==> config.mk <==
export PLATFORM = sky130hd
export DESIGN_NAME = rr_replay_unpacker
export DESIGN_NICKNAME = d
export VERILOG_FILES = /design/src/rtl/rr_replay_unpacker.sv
export SDC_FILE = /design/constraint.sdc
export NUM_CORES = 1
export LEC_CHECK = 0
export BUFFER_PORTS_ARGS = -buffer_cell sky130_fd_sc_hd__buf_4
export CORE_AREA = 3 3 315 317
export CTS_CLUSTER_SIZE = 28
export DETAILED_ROUTE_END_ITERATION = 10
export DIE_AREA = 0 0 318 320
export GPL_TIMING_DRIVEN = 1
export MAX_ROUTING_LAYER = met4
export PLACE_DENSITY_LB_ADDON = 0.25
export RECOVER_POWER = 50
export SLEW_MARGIN = 30
export SYNTH_ARGS = -nofsm -noshare
export SYNTH_HDL_FRONTEND = slang
export SYNTH_SLANG_ARGS = --single-unit
==> constraint.sdc <==
create_clock -name clk -period 2.5 [get_ports clk]
set_input_delay 0.125 -clock clk [delete_from_list [all_inputs] [get_ports clk]]
set_output_delay 0.125 -clock clk [all_outputs]
set_load 0.02 [all_outputs]
==> src/rtl/rr_replay_unpacker.sv <==
// rtl/rr_replay_unpacker.sv - replay unit decoder: splits packed logging units into per-channel logb data and loge events
// Optional length check: define RR_UNPACK_LEN_CHECK_EN to compare in_len against the bitmap-derived length.
package rr_replay_unpacker_pkg;
    function automatic int rr_ch_width(input logic [1023:0] widths, input int bits, input int idx);
        int raw;
        raw = int'(32'(widths >> (idx * bits)));
        return (bits >= 32) ? raw : (raw & ((1 << bits) - 1));
    endfunction

    function automatic int rr_sum_widths(input logic [1023:0] widths, input int bits, input int cnt);
        int s;
        s = 0;
        for (int i = 0; i < cnt; i++) s += rr_ch_width(widths, bits, i);
        return s;
    endfunction

    function automatic int rr_max_width(input logic [1023:0] widths, input int bits, input int cnt);
        int m;
        m = 1;
        for (int i = 0; i < cnt; i++)
            if (rr_ch_width(widths, bits, i) > m) m = rr_ch_width(widths, bits, i);
        return m;
    endfunction
endpackage

module rr_replay_unpacker
    import rr_replay_unpacker_pkg::*;
#(
    parameter int RR_CHANNEL_WIDTH_BITS = 16,
    parameter int LOGB_CHANNEL_CNT      = 4,
    parameter int LOGE_CHANNEL_CNT      = 4,
    parameter logic [LOGB_CHANNEL_CNT*RR_CHANNEL_WIDTH_BITS-1:0] CHANNEL_WIDTHS =
        {16'd8, 16'd128, 16'd32, 16'd64},
    localparam int HDR_WIDTH    = LOGB_CHANNEL_CNT + LOGE_CHANNEL_CNT,
    localparam int FULL_WIDTH   = rr_sum_widths(1024'(CHANNEL_WIDTHS), RR_CHANNEL_WIDTH_BITS,
                                                LOGB_CHANNEL_CNT) + HDR_WIDTH,
    localparam int OFFSET_WIDTH = $clog2(FULL_WIDTH + 1),
    localparam int MAX_CH_WIDTH = rr_max_width(1024'(CHANNEL_WIDTHS), RR_CHANNEL_WIDTH_BITS,
                                               LOGB_CHANNEL_CNT)
) (
    input  logic                                     clk,
    input  logic                                     rstn,
    input  logic                                     in_valid,
    output logic                                     in_ready,
    input  logic [FULL_WIDTH-1:0]                    in_data,
    input  logic [OFFSET_WIDTH-1:0]                  in_len,
    output logic [LOGB_CHANNEL_CNT-1:0]              logb_valid,
    input  logic [LOGB_CHANNEL_CNT-1:0]              logb_ready,
    output logic [LOGB_CHANNEL_CNT*MAX_CH_WIDTH-1:0] logb_data,
    output logic [LOGE_CHANNEL_CNT-1:0]              loge_valid,
    input  logic [LOGE_CHANNEL_CNT-1:0]              loge_ready,
    output logic [31:0]                              unit_cnt,
    output logic                                     len_err
);
    localparam logic [1023:0] CW_VEC = 1024'(CHANNEL_WIDTHS);

    typedef enum logic {IDLE, DRAIN} state_t;
    state_t state;

    logic [LOGB_CHANNEL_CNT-1:0] in_b;
    logic [LOGE_CHANNEL_CNT-1:0] in_e;
    logic                        hs;
    logic [OFFSET_WIDTH-1:0]     comp_len;
    logic [MAX_CH_WIDTH-1:0]     payload [LOGB_CHANNEL_CNT];
    logic [LOGB_CHANNEL_CNT-1:0] next_b;
    logic [LOGE_CHANNEL_CNT-1:0] next_e;

    assign in_b   = in_data[LOGB_CHANNEL_CNT-1:0];
    assign in_e   = in_data[HDR_WIDTH-1:LOGB_CHANNEL_CNT];
    assign hs     = in_valid & in_ready;
    assign next_b = logb_valid & ~logb_ready;
    assign next_e = loge_valid & ~loge_ready;

    // Running prefix sum of present channels: each step adds a constant width, so no multiplier.
    always_comb begin
        logic [OFFSET_WIDTH-1:0] acc;
        logic [FULL_WIDTH-1:0]   sh;
        acc = OFFSET_WIDTH'(HDR_WIDTH);
        for (int i = 0; i < LOGB_CHANNEL_CNT; i++) begin
            sh         = in_data >> acc;
            payload[i] = '0;
            for (int b = 0; b < MAX_CH_WIDTH; b++)
                if (b < rr_ch_width(CW_VEC, RR_CHANNEL_WIDTH_BITS, i)) payload[i][b] = sh[b];
            if (in_b[i]) acc = acc + OFFSET_WIDTH'(rr_ch_width(CW_VEC, RR_CHANNEL_WIDTH_BITS, i));
        end
        comp_len = acc;
    end

    always_ff @(posedge clk or negedge rstn) begin
        if (!rstn) begin
            state      <= IDLE;
            in_ready   <= 1'b1;
            logb_valid <= '0;
            loge_valid <= '0;
            logb_data  <= '0;
            unit_cnt   <= '0;
        end else begin
            case (state)
                IDLE: begin
                    if (in_valid) begin
                        for (int i = 0; i < LOGB_CHANNEL_CNT; i++)
                            if (in_b[i]) logb_data[i*MAX_CH_WIDTH +: MAX_CH_WIDTH] <= payload[i];
                        if (in_b == '0 && in_e == '0) begin
                            unit_cnt <= unit_cnt + 32'd1;
                        end else begin
                            logb_valid <= in_b;
                            loge_valid <= in_e;
                            in_ready   <= 1'b0;
                            state      <= DRAIN;
                        end
                    end
                end
                DRAIN: begin
                    logb_valid <= next_b;
                    loge_valid <= next_e;
                    // Unit retires only once the last addressed channel has taken it.
                    if (next_b == '0 && next_e == '0) begin
                        state    <= IDLE;
                        in_ready <= 1'b1;
                        unit_cnt <= unit_cnt + 32'd1;
                    end
                end
                default: state <= IDLE;
            endcase
        end
    end

`ifdef RR_UNPACK_LEN_CHECK_EN
    logic len_err_q;
    always_ff @(posedge clk or negedge rstn) begin
        if (!rstn) len_err_q <= 1'b0;
        else if (hs && in_len != comp_len) len_err_q <= 1'b1;
    end
    assign len_err = len_err_q;
`ifndef SYNTHESIS
    always @(posedge clk)
        if (rstn && hs && in_len != comp_len)
            $display("rr_replay_unpacker: length mismatch in_len=%0d computed=%0d logb=%b loge=%b",
                     in_len, comp_len, in_b, in_e);
`endif
`else
    logic unused_len;
    assign unused_len = ^{in_len, comp_len, hs};
    assign len_err    = 1'b0;
`endif
endmodule

==> metrics.log, run 1 <==
[metrics] accumulated negative setup slack: 0 ns
[metrics] worst-case vdd ir drop: 0.5553 mV
[metrics] number of iterations in the first detailed-routing pass: 5
[metrics] largest net degree at the start of global routing: 94
[metrics] average wire per cell in the routed design: 17.78 um
[metrics] RR Endpoint: unit_cnt[28]$_DFFE_PN0P_
[metrics] Netlist Area Pre-Place: 15870 um^2
[metrics] clock skew after layout: 0.01360 ns
[metrics] number of flops mapped to enable cells by yosys: 0
[metrics] classification of the worst-slack hold path: in2reg
[metrics] deepest clock path buffer count: 3
[metrics] combinational share of power: 42.6%
[metrics] Iteration-0 DRC Markers: 483
[metrics] worst hold slack: 0.04857 ns
[metrics] kind of end point of the critical path: flop
[metrics] clock network fraction of design power: 24.6%
[metrics] total area of sequential cells: 6858 um^2
[metrics] number of antenna violations at the first check in global routing: 0
[metrics] Yosys top cell by area: sky130_fd_sc_hd__dfrtp_1
[metrics] M1 wire length: 25390 um
[metrics] placeable core region: 96570 um^2
[metrics] leading cell type by number of instances after synthesis: sky130_fd_sc_hd__buf_4
[metrics] Arrival @ worst endpoint: 2.58 ns
[metrics] delay of the slowest critical-path stage: 0.54 ns
[metrics] PwrDens: 991.4 nW/um^2
[metrics] area occupied by multi-input gates: 7553 um^2
[metrics] post-synthesis cell count: 1561
[metrics] die span in x: 318 um
[metrics] # port buffers: 523
[metrics] final period utilization: 85.66%
[metrics] utilization of the core after routing: 24.16%
[metrics] overall routed net length: 63720 um
[metrics] worst reg2reg startpoint: loge_valid[3]$_DFFE_PN0P_
[metrics] ANT cells: 0
[metrics] net switching power of the design: 9.656 mW
[metrics] hold wc startpoint: in_data[196]
[metrics] DRC violation count after routing: 0
[metrics] global-route wire length before repair: 91070 um
[metrics] aggregate global routing overflow: 0
[metrics] leading post-synthesis cells by cell area: sky130_fd_sc_hd__dfrtp_1 43%, sky130_fd_sc_hd__buf_4 13%, sky130_fd_sc_hd__mux2_2 11%, sky130_fd_sc_hd__mux2i_1 11%, sky130_fd_sc_hd__o21ai_0 5.3%
[metrics] count of pins over their slew limit: 50
[metrics] number of cells upsized or downsized after cts: 0
[metrics] clock latency at the later pin of the worst-skew pair: 0.56 ns
[metrics] fillcell total: 10650
[metrics] register bit count reported by yosys: 274
[metrics] total count of hold-check failures in the final report: 0
[metrics] highest net fanout along the worst path: 31
[metrics] Layout Area Growth over Synthesis: 46.98%
[metrics] Hold Path End: logb_data[348]$_DFFE_PN0P_
[metrics] share of async-settable or async-resettable flops after synthesis: 100.0%
[metrics] fraction of power spent switching nets: 41.75%
[metrics] routed wire length on met3: 5395 um
[metrics] number of placed I/O pins: 813
[metrics] global routing usage summed across all routing layers: 12.25%
[metrics] overall die area: 101800 um^2
[metrics] area share of the largest cell type after synthesis: 43.05%
[metrics] critical path required time: 2.94 ns
[metrics] Tightest Pin Transition: 1.935 ns
[metrics] result of the run: finished with violations
[metrics] Mapped Avg Cell Area: 10.17 um^2
[metrics] length of routed met2 wiring: 30930 um
[metrics] Setup Fix Bufs, Post-CTS: 0
[metrics] Hold Path Cell Cnt: 5
[metrics] fraction of layout instances using a drive strength above 1: 29.13%
[metrics] length in cells of the worst reg-to-reg path: 6
[metrics] Layout Nets: 2539
[metrics] height of the chip: 320 um
[metrics] mean number of vias per cell: 3.637
[metrics] critical path start-end classification: reg2reg
[metrics] topmost layer with routed signal wires: met4
[metrics] final setup violation count: 0
[metrics] CP startpoint kind: flop
[metrics] RSZ-0062 raised after global routing: false
[metrics] achievable clock frequency: 0.4670 GHz
[metrics] Leakage: 11.14 nW
[metrics] sequential element share of the synthesized area: 43.21%
[metrics] clock tree root buffer cell: sky130_fd_sc_hd__clkbuf_16
[metrics] slowest cell on the critical path: sky130_fd_sc_hd__or4b_1
[metrics] H-Tree Depth: 2
[metrics] Internal Power: 13.47 mW
[metrics] max capacitance violation total: 1
[metrics] number of global-route vias before repair: 13541
[metrics] placed wire-length estimate: 49060 um
[metrics] cells along the critical path: nor2b_1 -> a2111oi_4 -> a41oi_2 -> buf_12 -> or4b_1 -> xnor2_1
[metrics] relative slew slack: -29.02%
[metrics] clock buffer count from CTS: 38
[metrics] Min Clock Period, post-route: 2.142 ns
[metrics] number of vias in the routed layout: 13030
[metrics] post-detailed-route count of antenna-violating nets: 0
[metrics] number of cell rows: 114
[metrics] number of clock sinks seen by CTS: 274
[metrics] hold_buf cts: 204
[metrics] Total Power: 23.13 mW
[metrics] power share of the sequential group: 32.8%
[metrics] initial cell density of the core: 16.43%
[metrics] distinct cell type count of the synthesized netlist: 50
[metrics] top post-synthesis cells by count: 281 x sky130_fd_sc_hd__buf_4, 273 x sky130_fd_sc_hd__dfrtp_1, 197 x sky130_fd_sc_hd__nand2_1, 169 x sky130_fd_sc_hd__o21ai_0, 168 x sky130_fd_sc_hd__mux2i_1
[metrics] routability-driven placement congestion ratio: 0.8166
[metrics] Post-synth top flop: sky130_fd_sc_hd__dfrtp_1
[metrics] Syn. warnings: 0
[metrics] CTS tree: yes
[metrics] failing checks: max-capacitance violations, max-slew violations
[metrics] clock-pin slew of the registers on the worst-case setup and hold paths: 0.06 ns
[metrics] worst reg2reg setup slack: 0.36 ns
[registers in the layout, summed over array words and instances (netlist names)]
| signal | flops |
|---|---|
| in_ready | 1 |
| logb_data | 232 |
| logb_valid | 4 |
| loge_valid | 4 |
| state | 1 |
| unit_cnt | 32 |
[per-layer routing]
metal,GRT usage [%],up-vias
li1,-,6214
met4,4.128,0
met5,-,-
met2,20.30,536
met3,4.246,85
met1,13.75,6195
[cell families (layout without fill, tap and decap cells)]
family	count (synthesis)	count (layout)	synth area share, %
other cells	1	281	0.02363
xor+xnor	31	31	1.711
simple gates	310	310	9.201
mux	329	329	22.02
fa+ha+maj	1	1	0.07883
flops	274	274	43.21
compound gates	236	236	7.797
buf+inv	379	845	15.96
[stage by stage]
step           worst slack [ns]  instances  area (um^2)
2_1_floorplan            0.4748       1841        16920
3_3_place_gp             0.3425       3311        20510
3_5_place_dp             0.3426       3311        20510
4_1_cts                  0.3363       3583        23860
5_1_grt                  0.2002       3583        23330
6_report                 0.3585       3583        23330
[power groups by stage]
| stage | clock (mW) | sequential [mW] | combinational (mW) |
|---|---|---|---|
| final | 5.69 | 7.59 | 9.84 |
| after global routing | 6.11 | 7.88 | 10.7 |
| after CTS | 5.96 | 7.66 | 11.0 |
| after detailed placement | 0 | 7.70 | 10.6 |
| after global placement | 0 | 7.65 | 10.6 |
| after floorplan | 0 | 9.84 | 3.34 |
[how the worst max path moves through the flow]
| stage | slack [ns] | from | cells past startpoint | endpoint |
|---|---|---|---|---|
| 3_3_place_gp | 0.34 | loge_valid[3]$_DFFE_PN0P_ | 6 | unit_cnt[28]$_DFFE_PN0P_ |
| 4_1_cts | 0.34 | loge_valid[3]$_DFFE_PN0P_ | 6 | unit_cnt[28]$_DFFE_PN0P_ |
| 5_1_grt | 0.20 | rstn | 3 | unit_cnt[31]$_DFFE_PN0P_ |
| 3_5_place_dp | 0.34 | loge_valid[3]$_DFFE_PN0P_ | 6 | unit_cnt[28]$_DFFE_PN0P_ |
| 2_1_floorplan | 0.47 | unit_cnt[8]$_DFFE_PN0P_ | 5 | unit_cnt[28]$_DFFE_PN0P_ |
| 6_report | 0.36 | loge_valid[3]$_DFFE_PN0P_ | 6 | unit_cnt[28]$_DFFE_PN0P_ |
[critical path: cells and delay by family (launching register included)]
family / cells / cell delay, ns
AOI/OAI and AO/OA: 2 / 0.59
xor gates and xnor gates: 1 / 0.14
buffers and inverters: 1 / 0.22
DFF: 1 / 0.38
and+or+nand+nor: 2 / 0.70
[area by class of cell]
type / count / area share (%)
multi-input combinational: 1188 / 32.38
sequential: 274 / 29.40
timing repair buffer: 769 / 25.66
tap: 1276 / 6.844
clock buffer: 61 / 5.224
clock inverter: 7 / 0.3647
inverter: 8 / 0.1287
[cells in the final DEF (no fill, tap or decap), drive strengths merged, types with 4 or more instances in the layout]
cell type / instances
and3: 7
mux2i: 168
nor2: 53
nand3: 7
a22o: 4
dlygate4sd3: 204
xor2: 20
mux2: 161
nor3: 5
nor4: 12
nor4b: 4
o21ai: 187
buf: 423
xnor2: 11
nand2: 197
conb: 281
dfrtp: 273
a21oi: 41
clkbuf: 203
nor2b: 4
inv: 10
nand4b: 5
No activity file was read; power rests on OpenSTA's default activity.
==> run 2, diff against run 1 <==
--- a/config.mk
+++ b/config.mk
@@ -18,3 +18,4 @@
 export SYNTH_ARGS = -nofsm -noshare
 export SYNTH_HDL_FRONTEND = slang
 export SYNTH_SLANG_ARGS = --single-unit
+export TNS_END_PERCENT = 100
==> constraint.sdc (replaced) <==
create_clock -name clk -period 2.4 [get_ports clk]
set_input_delay 0.12 -clock clk [delete_from_list [all_inputs] [get_ports clk]]
set_output_delay 0.12 -clock clk [all_outputs]
set_load 0.02 [all_outputs]
==> run 2 against run 1 <==
Effect of this change: the flow now finishes without violations; design area fell by 0.39%; utilization fell by 0.093 points; via count rose by 0.36%; worst hold slack got worse by 0.0078 ns; die area did not move; clock-buffer cell count fell by 3; global-route usage rose by 0.061 points; clock power rose by 0.9%; critical endpoint is now unit_cnt[15]$_DFFE_PN0P_; largest power group unchanged.
==> metrics.log, run 2 (synthesis results as in run 1) <==
[metrics] classification of the worst-slack hold path: in2reg
[metrics] cells along the critical path: a222oi_1 -> a41oi_4 -> buf_4 -> nor4_1 -> xor2_1
[metrics] instance count after placement with tap cells included: 3330 (+0.57%)
[metrics] clock tree root buffer cell: sky130_fd_sc_hd__clkbuf_16
[metrics] deepest clock path buffer count: 3 (unchanged)
[metrics] die span in x: 318 um (unchanged)
[metrics] pre-CTS setup slack: 0.08593 ns (-0.2567 ns)
[metrics] mean number of vias per cell: 3.643 (+0.17%)
[metrics] number of clock sinks seen by CTS: 274 (unchanged)
[metrics] clock skew after layout: 0.03800 ns (+0.02439 ns)
[metrics] critical path required time: 2.87 ns (-0.07 ns)
[metrics] clock-pin slew of the registers on the worst-case setup and hold paths: 0.06 ns (about the same)
[metrics] largest net degree at the start of global routing: 98 (+4.3%)
[metrics] placeable core region: 96570 um^2 (unchanged)
[metrics] register containing the most flip-flops in the final layout: logb_data
[metrics] PwrDens: 1030 nW/um^2 (+3.9%)
[metrics] commonest cells after routing, fill and taps aside: 416 x sky130_fd_sc_hd__buf_4, 281 x sky130_fd_sc_hd__conb_1, 273 x sky130_fd_sc_hd__dfrtp_1, 194 x sky130_fd_sc_hd__nand2_1, 190 x sky130_fd_sc_hd__dlygate4sd3_1
[metrics] DRC violation count after routing: 0 (unchanged)
[metrics] number of standard cells in the layout, taps in and fillers out: 3590 (+0.20%)
[metrics] clock buffer count from CTS: 37 (-2.6%)
[metrics] result of the run: completed
[metrics] Regs by FF count: logb_data x232, unit_cnt x32
[metrics] Bufs and invs on worst path: 1 (unchanged)
[metrics] number of vias in the routed layout: 13077 (+0.36%)
[metrics] max reg flops: 232 (unchanged)
[metrics] height of the chip: 320 um (unchanged)
[metrics] Total Power: 23.94 mW (+3.5%)
[metrics] initial cell density of the core: 16.43% (unchanged)
[metrics] logic depth of the worst setup path including buffers: 5 (-1)
[metrics] accumulated negative setup slack: 0 ns (unchanged)
[metrics] Layout Area Growth over Synthesis: 46.41%
[metrics] Tightest Pin Transition: 1.373 ns (-0.5623 ns)
[metrics] final setup violation count: 0 (unchanged)
[metrics] global-route wire length before repair: 91840 um (+0.85%)
[metrics] highest net fanout along the worst path: 15 (-52%)
[metrics] number of global-route vias before repair: 13431 (-0.81%)
[metrics] number of placed I/O pins: 813 (unchanged)
[metrics] number of antenna violations at the first check in global routing: 2 (+2)
[metrics] total count of hold-check failures in the final report: 0 (unchanged)
[metrics] post-detailed-route count of antenna-violating nets: 0 (unchanged)
[metrics] Hold Path Cell Cnt: 5 (unchanged)
[metrics] RSZ-0062 raised after global routing: false
[metrics] length in cells of the worst reg-to-reg path: 5 (-1)
[metrics] most common library cell in the layout ignoring fill and taps: sky130_fd_sc_hd__buf_4
[metrics] final period utilization: 91.09% (+5.4 points)
[metrics] CTS tree: yes
[metrics] placed wire-length estimate: 49810 um (+1.5%)
[metrics] slowest cell on the critical path: sky130_fd_sc_hd__a222oi_1
[metrics] Min Clock Period, post-route: 2.186 ns (+0.04463 ns)
[metrics] number of iterations in the first detailed-routing pass: 5 (unchanged)
[metrics] fraction of layout instances using a drive strength above 1: 29.28% (+0.15 points)
[metrics] H-Tree Depth: 2 (unchanged)
[metrics] max capacitance violation total: 0 (-1)
[metrics] achievable clock frequency: 0.4574 GHz (-2.0%)
[metrics] count of pins over their slew limit: 0 (-100%)
[metrics] # port buffers: 523 (unchanged)
[metrics] routability-driven placement congestion ratio: 0.7991 (-2.1%)
[metrics] clock latency at the later pin of the worst-skew pair: 0.57 ns (about the same)
[metrics] aggregate global routing overflow: 0 (unchanged)
[metrics] kind of end point of the critical path: flop
[metrics] Layout Nets: 2543 (+0.16%)
[metrics] critical path start-end classification: reg2reg
[metrics] average wire per cell in the routed design: 17.77 um (-0.10%)
[metrics] global routing usage summed across all routing layers: 12.31% (+0.061 points)
[metrics] CP startpoint kind: flop
[metrics] worst-case vdd ir drop: 0.5457 mV (-1.7%)
[metrics] setup ws final: 0.2138 ns (-0.1446 ns)
[metrics] Iteration-0 DRC Markers: 505 (+4.6%)
[metrics] critical path's top delay family: compound AO/OA/AOI/OAI gates
[metrics] relative slew slack: 8.468% (+37 points)
[metrics] delay of the slowest critical-path stage: 0.53 ns (about the same)
[metrics] overall die area: 101800 um^2 (unchanged)
[metrics] Arrival @ worst endpoint: 2.66 ns (+0.08 ns)
[metrics] overall routed net length: 63780 um (about the same)
[metrics] number of cell rows: 114 (unchanged)
[metrics] Leakage: 11.12 nW (-0.25%)
-- run 2: cell types whose count changed in the layout (fill, tap and decap cells not counted), sizes merged --
cell	previous run	this run
dlygate4sd3	204	190
buf	423	432
dlymetal6s4s	0	2
inv	10	9
clkinv	3	7
clkbuf	203	208
diode	0	2
-- run 2: path summary, 6_finish.rpt --
path	startpoint	end	slack [ns]
worst min register to register	logb_data[155]$_DFFE_PN0P_	logb_data[155]$_DFFE_PN0P_	0.47
min in group asynchronous	rstn	logb_data[14]$_DFFE_PN0P_	0.10
worst max-delay path	logb_valid[1]$_DFFE_PN0P_	unit_cnt[15]$_DFFE_PN0P_	0.21
max in group asynchronous	rstn	logb_data[378]$_DFFE_PN0P_	0.42
worst max register to register	logb_valid[1]$_DFFE_PN0P_	unit_cnt[15]$_DFFE_PN0P_	0.21
worst min-delay path	in_data[190]	logb_data[342]$_DFFE_PN0P_	0.04
-- run 2: worst register-to-register path, cell delays in order, from the launching register on --
cell and delay (ns):
sky130_fd_sc_hd__dfrtp_1 0.39, sky130_fd_sc_hd__a222oi_1 0.53, sky130_fd_sc_hd__a41oi_4 0.32, sky130_fd_sc_hd__buf_4 0.30
sky130_fd_sc_hd__nor4_1 0.38, sky130_fd_sc_hd__xor2_1 0.18
-- run 2: routing by layer --
metal	wire length [um]	track usage, %	up-vias
li1	-	-	6228
met1	25450	14.23	6257
met2	31760	20.82	517
met3	5230	3.803	75
met4	1335	2.916	0
met5	0	-	-
-- run 2: final cells by class --
cell class	instances	area [um^2]
fill	10599	73330
multi-input combinational	1188	7565
sequential	274	6858
timing repair buffer	774	5936
tap	1276	1597
clock buffer	58	1136
clock inverter	10	110.1
inverter	8	30.03
antenna	2	5.005
-- run 2: per-stage QoR --
step	cell area [um^2]	hold slack [ns]	utilization [%]
floorplan	16920	-0.1756	-
global placement	20640	0.1482	21.38
detailed placement	20640	0.1484	21.38
CTS	23790	0.0002638	24.64
global route	23240	0.02321	24.06
finish	23240	0.04075	24.06
-- run 2: power by group --
group	switching (mW)	internal, mW	total [mW]
sequential	1.23	6.66	7.89
combinational	6.52	3.79	10.3
clock	2.36	3.38	5.74
total	10.1	13.8	23.9
-- run 2: repair_timing --
action,4_1_cts,5_1_grt
resized for setup,0,1
endpoints found under the setup margin,0,1
endpoints found under the hold margin,281,0
hold buffers,190,0
buffers inserted,0,0
